$ cat src/rtl/excp_ctrl.sv
// Exception/interrupt controller: synchronises IRQ lines, arbitrates
// interrupt/syscall/eret and sequences flush then redirect.
module excp_ctrl #(
  parameter logic [31:0] HANDLER_ADDR = 32'h0000_0040,
  parameter int          SYNC_STAGES  = 2
) (
  input  logic        clk,
  input  logic        rst,
  input  logic [5:0]  intr_ext,
  input  logic        intimer,
  input  logic [31:0] status,
  input  logic [31:0] epc,
  input  logic        id_valid,
  input  logic [31:0] id_pc,
  input  logic        id_syscall,
  input  logic        id_eret,
  output logic [5:0]  intr,
  output logic [31:0] excptype,
  output logic [31:0] excpc,
  output logic        flush,
  output logic        stall,
  output logic        redirect,
  output logic [31:0] redirect_pc
);

  localparam logic [31:0] CODE_INT  = 32'h0000_0004;
  localparam logic [31:0] CODE_SYS  = 32'h0000_0100;
  localparam logic [31:0] CODE_ERET = 32'h0000_0200;

  typedef enum logic [1:0] {
    IDLE,
    TAKE,
    REDIRECT
  } state_t;

  state_t state, state_n;

  logic [SYNC_STAGES-1:0][5:0] sync_q;
  logic [5:0]  pending;
  logic        int_req;
  logic        ev;
  logic [31:0] ev_code;
  logic        unused_status;

  assign unused_status = ^{status[31:16], status[9:2]};

  always_ff @(posedge clk or negedge rst) begin
    if (!rst) begin
      sync_q <= '0;
    end else begin
      sync_q <= {sync_q[SYNC_STAGES-2:0], intr_ext};
    end
  end

  assign intr = {sync_q[SYNC_STAGES-1][5:1],
                 sync_q[SYNC_STAGES-1][0] | intimer};

  assign pending = intr & status[15:10];
  assign int_req = status[0] & ~status[1] & (|pending);

  // Interrupt outranks syscall; syscall outranks eret.
  always_comb begin
    ev_code = CODE_ERET;
    if (int_req) begin
      ev_code = CODE_INT;
    end else if (id_syscall) begin
      ev_code = CODE_SYS;
    end
  end

  always_ff @(posedge clk or negedge rst) begin
    if (!rst) begin
      state <= IDLE;
    end else begin
      state <= state_n;
    end
  end

  always_comb begin
    state_n  = state;
    ev       = 1'b0;
    flush    = 1'b0;
    stall    = 1'b0;
    redirect = 1'b0;
    unique case (state)
      IDLE: begin
        if (id_valid && (int_req || id_syscall || id_eret)) begin
          ev      = 1'b1;
          state_n = TAKE;
        end
      end
      TAKE: begin
        flush   = 1'b1;
        stall   = 1'b1;
        state_n = REDIRECT;
      end
      REDIRECT: begin
        redirect = 1'b1;
        stall    = 1'b1;
        state_n  = IDLE;
      end
      default: state_n = IDLE;
    endcase
  end

  // epc is sampled in TAKE so an eret sees the CP0 value after update.
  always_ff @(posedge clk or negedge rst) begin
    if (!rst) begin
      excptype    <= '0;
      excpc       <= '0;
      redirect_pc <= '0;
    end else begin
      excptype <= ev ? ev_code : 32'h0;
      if (ev) begin
        excpc <= id_pc;
      end
      if (state == TAKE) begin
        redirect_pc <= (excptype == CODE_ERET) ? epc : HANDLER_ADDR;
      end
    end
  end

endmodule
$ cat config.mk
export PLATFORM = sky130hd
export DESIGN_NAME = excp_ctrl
export DESIGN_NICKNAME = d
export VERILOG_FILES = /design/src/rtl/excp_ctrl.sv
export SDC_FILE = /design/constraint.sdc
export NUM_CORES = 1
export LEC_CHECK = 0
export BUFFER_PORTS_ARGS = -buffer_cell sky130_fd_sc_hd__buf_4
export CAP_MARGIN = 20
export CORE_MARGIN = 5
export CORE_UTILIZATION = 40
export CTS_BUF_LIST = sky130_fd_sc_hd__clkbuf_8
export DETAILED_ROUTE_END_ITERATION = 10
export HOLD_SLACK_MARGIN = 0.1
export PLACE_DENSITY = 0.79
export RECOVER_POWER = 50
export SLEW_MARGIN = 20
export SYNTH_ARGS = -nofsm -noshare
export SYNTH_HDL_FRONTEND = slang
export SYNTH_SLANG_ARGS = --single-unit
$ cat constraint.sdc
create_clock -name clk -period 1.57 [get_ports clk]
set_input_delay 0.2355 -clock clk [delete_from_list [all_inputs] [get_ports clk]]
set_output_delay 0.2355 -clock clk [all_outputs]
set_load 0.02 [all_outputs]
# ---- Yosys cells after proc, flatten, opt, wreduce, memory -nomap -nowiden
# Index checks and enable logic that the tools add are counted.
dict set report word_totals {
  register_bits 110
  inputBits 108
  output_inout_bits 105
  elab_cells 32
}
dict set report op_classes {
  n_eq_ne 4
  n_mux 11
  n_bitwise 5
  n_reduce_logical 6
}
# cell n
set op_table {}
lappend op_table {{two-way mux 32 bit} 2}
lappend op_table {{equality test 32 x 10 -> 1 bit (second input constant)} 1}
lappend op_table {{two-way mux 10 bit} 2}
lappend op_table {{AND 6 bit} 1}
lappend op_table {{OR reduction 6 bit} 1}
lappend op_table {{two-way mux 1 bit} 5}
lappend op_table {{one-hot mux 2 bit (2 select lines)} 1}
lappend op_table {{AND 1 bit} 2}
lappend op_table {{equality test 2 x 1 -> 1 bit (second input constant)} 1}
lappend op_table {{equality test 2 bit (second input constant)} 1}
lappend op_table {{zero test 2 bit} 1}
lappend op_table {{logical OR 1 bit} 2}
lappend op_table {{two-way mux 2 bit} 1}
lappend op_table {{!= test 2 bit (second input constant)} 1}
lappend op_table {{OR reduction 2 bit} 1}
lappend op_table {{logical AND 1 bit} 1}
lappend op_table {{inverter 1 bit} 1}
lappend op_table {{OR 1 bit} 1}

# ---- Depth between registers and ports, before layout
dict set report logic_depth {
  ltp_word 10
  mapped_depth 7
  ltp_nobuf 5
}

# ---- Worst setup path before layout
# OpenSTA, ideal clock, no wires.
dict set report synth_timing {
  path_kind {register -> register}
  start {register state[1]}
  end {register redirect_pc[6]}
  setup_ns 0.124
  arrival_time_ns 1.544
  required_ns 1.446
  setup_slack_ns -0.097
  path_stages_with_launch 7
  path_buffers 2
  period_less_slack_ns 1.667
  path_cell_list {dfrtp_1 -> inv_1 -> ha_1 -> nor4bb_1 -> clkbuf_1 -> buf_2 -> a21oi_1}
}
dict set report synth_between {
  elab_chain_cells 1
}
# item line_no
set synth_rtl {}
lappend synth_rtl {{from (decl)} 36} ;# state_t state, state_n;
lappend synth_rtl {{from (signal assigned)} 75} ;# state <= state_n;
lappend synth_rtl {{equality test 2 x 1 -> 1 bit} 117} ;# if (state == TAKE) begin
lappend synth_rtl {{to (signal assigned)} 118} ;# redirect_pc <= (excptype == CODE_ERET) ? epc : HANDLER_ADDR;
lappend synth_rtl {{to (decl)} 23} ;# output logic [31:0] redirect_pc
# Every way passes these cells.
# A chain may end at the register's enable or synchronous reset.

# ---- Final worst setup path
dict set report layout_timing {
  start {register sync_q, in the netlist intr[2]}
  end {register excpc[20]}
}
dict set report layout_between {
  elab_chain_cells 8
}
# item line_no
set layout_rtl {}
lappend layout_rtl {{from (decl)} 38} ;# logic [SYNC_STAGES-1:0][5:0] sync_q;
lappend layout_rtl {{from (signal assigned)} 51} ;# sync_q <= {sync_q[SYNC_STAGES-2:0], intr_ext};
lappend layout_rtl {{AND 6 bit} 58} ;# assign pending = intr & status[15:10];
lappend layout_rtl {{OR reduction 6 bit} 59} ;# assign int_req = status[0] & ~status[1] & (|pending);
lappend layout_rtl {{AND 1 bit} 59}
lappend layout_rtl {{logical OR 1 bit (2 in a row)} 87} ;# if (id_valid && (int_req || id_syscall || id_eret)) begin
lappend layout_rtl {{logical AND 1 bit} 87}
lappend layout_rtl {{two-way mux 1 bit} 87}
lappend layout_rtl {{two-way mux 1 bit} 85} ;# unique case (state)
lappend layout_rtl {{to (signal assigned)} 115} ;# excpc <= id_pc;
lappend layout_rtl {{to (decl)} 19} ;# output logic [31:0] excpc,
# Every way passes these cells.

==> impl.org <==
** Synth
- Counting flops and latches in the post-synthesis netlist gives 81.
- sky130_fd_sc_hd__dfrtp_1 is the most common cell in the netlist.
- The average instance in the mapped netlist occupies about 12 um^2.
- The synthesized design spends more area on one cell type than any other, namely sky130_fd_sc_hd__dfrtp_1.
- The share of synthesized area in the top cell type comes to 0.593.
- Part of the Yosys area used for sequential elements :: 0.593
- By count the netlist is led by 81 x sky130_fd_sc_hd__dfrtp_1, 34 x sky130_fd_sc_hd__buf_4, 34 x sky130_fd_sc_hd__inv_1, 32 x sky130_fd_sc_hd__nand2_1, 32 x sky130_fd_sc_hd__o21ai_0.
- Async set or reset register ratio after synthesis :: 1.00
- Gate Count Post-Synth :: 278
- The number of different library cells used by synthesis comes to 26.
- Post-Synthesis Cell Area :: 3420 um^2
- The most used flip-flop cell after synthesis is sky130_fd_sc_hd__dfrtp_1.
- Yosys mapped a number of flops with a built-in enable equal to 0.
- During synthesis, Yosys emitted a total of 0 warnings.
- Ranked by total cell area, the synthesized netlist is headed by sky130_fd_sc_hd__dfrtp_1 59%, sky130_fd_sc_hd__mux2_4 13%, sky130_fd_sc_hd__buf_4 7.5%.

** Die
- Number of core rows :: 33
- In this run the standard cell core region covers 8260 um^2.
- From left edge to right edge, the die measures 102 um.
- Die Footprint :: roughly 10000 um^2
- Chip Height :: between 100 and 150 um
- Ports :: ~210
- The initial utilization of the core area, before any placement, comes to 0.414.

** Place
- HPWL after DPL :: 6.03 mm
- The congestion estimate from routability-driven global placement came to 0.747.
- During placement, the flow inserted port buffers numbering 159.

** Detailed routing
- For this run, design rule violations remaining after detail routing come to 0.
- Routed vias/inst :: about 4.3
- For this run, the detailed router's first-pass iteration total came to 4.
- Antenna Violating Nets Remaining :: 0
- Average wire length per cell after detail routing :: 14.2 um
- For this block, the initial DRC count from the detailed router was 37.
- The routed layout has between 2000 and 3000 vias.
- Wirelength, routed :: 8.58 mm

** Timing
- Timing would allow up to 608 MHz.
- Setup repair after global routing could not meet its margin everywhere.
- Number of hold-slack violations in the final timing report :: 0
- Post-Route Skew :: around 0.010 ns
- Final setup margin :: -0.0742 ns
- Headroom to the max-slew limit came out at 0.469.
- Dividing the final minimum period by the clock period gives 1.05.
- For the pin with the worst max-slew slack, the measured transition is 0.796 ns.
- Setup total negative slack on the finished layout was measured at -2.03 ns.
- Shortest period the worst path allows :: 1.64 ns
- The count of pins over their slew limit is 0.
- Number of failing setup endpoints in the final timing report :: 34

** Global route
- For this run, the total global-route usage over all layers was measured as 0.170.
- Summed over all layers, the global routing overflow is 0.
- The number of global-route vias before repair came to 2762.
- The first global-routing pass estimated 13.6 mm of wire.
- Antenna violations before repair :: 0
- Entering global routing, the biggest net connects 36 pins.

** Clocking
- Clk slew on worst S/H paths :: 0.08 ns
- H-tree depth reported by CTS :: 3
- CTS root buf :: sky130_fd_sc_hd__clkbuf_8
- CTS buffer count :: 9
- TritonCTS built the clock tree.
- Clock tree synthesis found a total of 81 sinks.
- The clock reaches the later pin of the worst-skew pair after 0.33 ns.
- In this run the deepest clock path goes through 2 buffers.

** Layout
- The repair_antennas step left the layout with diodes totalling 0.
- At the end of the flow, the number of nets in the layout was 606.
- The area growth from synthesis to layout is 57.9%.
- Fraction of the core area covered by cells at the end of the flow :: 0.654
- Proportion of layout cells with a drive suffix above 1 :: 0.470
- Filler cell count :: 616

** Worst setup path
- Endpoint of the worst-slack reg-to-reg timing path :: excpc[20]
- STA classifies the critical path startpoint as a flip-flop.
- Capture point of the worst path :: excpc[20]
- The worst register-to-register path begins at intr[2].
- In this run the worst setup path begins at intr[2].
- In this design, the stage delay of the slowest critical-path cell is approximately 0.40 ns.
- Category of the most critical setup path :: flip-flop to flip-flop
- Along the worst path, the maximum fanout reaches 21.
- Setup slack of the worst register-to-register path :: -0.07 ns
- Worst Setup End Kind :: flip-flop
- Register-to-Register Path Depth :: 5
- At the worst endpoint, the arrival time is 1.86 ns.
- Cell Chain, Critical Path :: a222oi_1 -> a31o_2 -> a21oi_4 -> buf_12 -> mux2_4
- Among all stages on the critical path, the largest delay is contributed by sky130_fd_sc_hd__dfrtp_1.
- Data on the critical path is required at its endpoint by 1.79 ns.

** Run status
- The flow ran to the end, but the final reports show violations.
- Violated checks :: negative setup slack

** Power and ir drop
- In this run the static leakage power is 2.69 nW.
- Max VDD drop :: approximately 0.0011 V
- Power density over cell area :: approximately 1600 nW/um^2
- The design draws around 8.4 mW.

** Flow run
- Max-cap violations :: 0

** Min path
- Class of the most critical hold timing path :: primary input to flip-flop
cell type report:
cell class | instances | area, um^2 | share of cell area
sequential | 81 | 2030 | 0.375
timing repair buffer | 221 | 1820 | 0.337
multi-input combinational | 147 | 1080 | 0.201
tap | 105 | 131 | 0.0243
inverter | 34 | 128 | 0.0236
clock buffer | 9 | 124 | 0.0229
clock inverter | 6 | 85.1 | 0.0158
kinds of logic after synthesis:
| group | share of synthesized area |
|---|---|
| flip-flops | 0.593 |
| buffers and inverters | 0.131 |
| AND/OR/NAND/NOR | 0.0534 |
| AO/OA/AOI/OAI | 0.0626 |
| multiplexers | 0.145 |
| adder cells (fa/ha/maj) | 0.0146 |
| other | 0.00110 |
state kept, by name, summed over array words and instances, names as in the netlist:
register / count
excpc: 32
excptype: 3
intr: 5
redirect_pc: 32
state: 2
sync_q: 7
power by group:
part	switching [mW]	internal [mW]	total, mW
combinational	1.74	2.10	3.84
clock	0.680	0.881	1.56
sequential	0.354	2.65	3.00
how the worst min path moves through the flow:
stage,from,to,depth (start not counted)
2_1_floorplan,rst,excpc[0],0
3_3_place_gp,rst,excpc[25],1
3_5_place_dp,rst,excpc[24],1
4_1_cts,epc[8],redirect_pc[8],3
5_1_grt,id_pc[4],excpc[4],2
6_report,epc[8],redirect_pc[8],3
worst max-delay path: cells and delay by family (launching register included):
family	cells	cell delay, ns
buffers and inverters	1	0.18
AO/OA/AOI/OAI	3	0.64
flip-flops	1	0.40
multiplexers	1	0.31
repair_timing:
item                                   4_1_cts  5_1_grt
pin swaps                                    3        1
cloned                                       2        0
endpoints found under the hold margin       68        1
buffers inserted                             0        9
gates resized for setup                     23        2
setup endpoints to repair                   37       56
hold buffers                                37        1
routing by layer:
layer | wire, um | GRT usage
met5 | 0 | 0
met4 | 110 | 0.0555
met3 | 987 | 0.0676
met2 | 4180 | 0.285
met1 | 3300 | 0.200
per-stage QoR:
step	hold WS, ns	setup slack, ns	area (um^2)	cells
after floorplan	-0.0601	-0.00935	3530	306
after global placement	0.201	-0.0514	4680	539
after detailed placement	0.205	-0.0970	4680	539
after CTS	0.100	-0.0894	5360	593
after global routing	0.100	-0.133	5400	603
final	0.121	-0.0742	5400	603
layout by cell type, fill, tap and decap left out, types with 2 or more instances in the layout:
master / synthesis / routed
sky130_fd_sc_hd__conb_1: 1 / 29
sky130_fd_sc_hd__buf_12: 0 / 3
sky130_fd_sc_hd__clkbuf_8: 0 / 9
sky130_fd_sc_hd__o21ai_0: 32 / 18
sky130_fd_sc_hd__mux2_4: 30 / 30
sky130_fd_sc_hd__nor2_1: 3 / 3
sky130_fd_sc_hd__clkbuf_2: 0 / 2
sky130_fd_sc_hd__bufinv_16: 0 / 2
sky130_fd_sc_hd__mux2_2: 4 / 4
sky130_fd_sc_hd__dlygate4sd3_1: 0 / 38
sky130_fd_sc_hd__clkbuf_1: 4 / 6
sky130_fd_sc_hd__buf_4: 34 / 161
sky130_fd_sc_hd__o21ai_1: 0 / 14
sky130_fd_sc_hd__ha_1: 4 / 2
sky130_fd_sc_hd__buf_6: 3 / 2
sky130_fd_sc_hd__clkbuf_4: 0 / 6
sky130_fd_sc_hd__nand2_1: 32 / 31
sky130_fd_sc_hd__inv_1: 34 / 34
sky130_fd_sc_hd__dfrtp_1: 81 / 81
(Power assumes the default switching activity.)
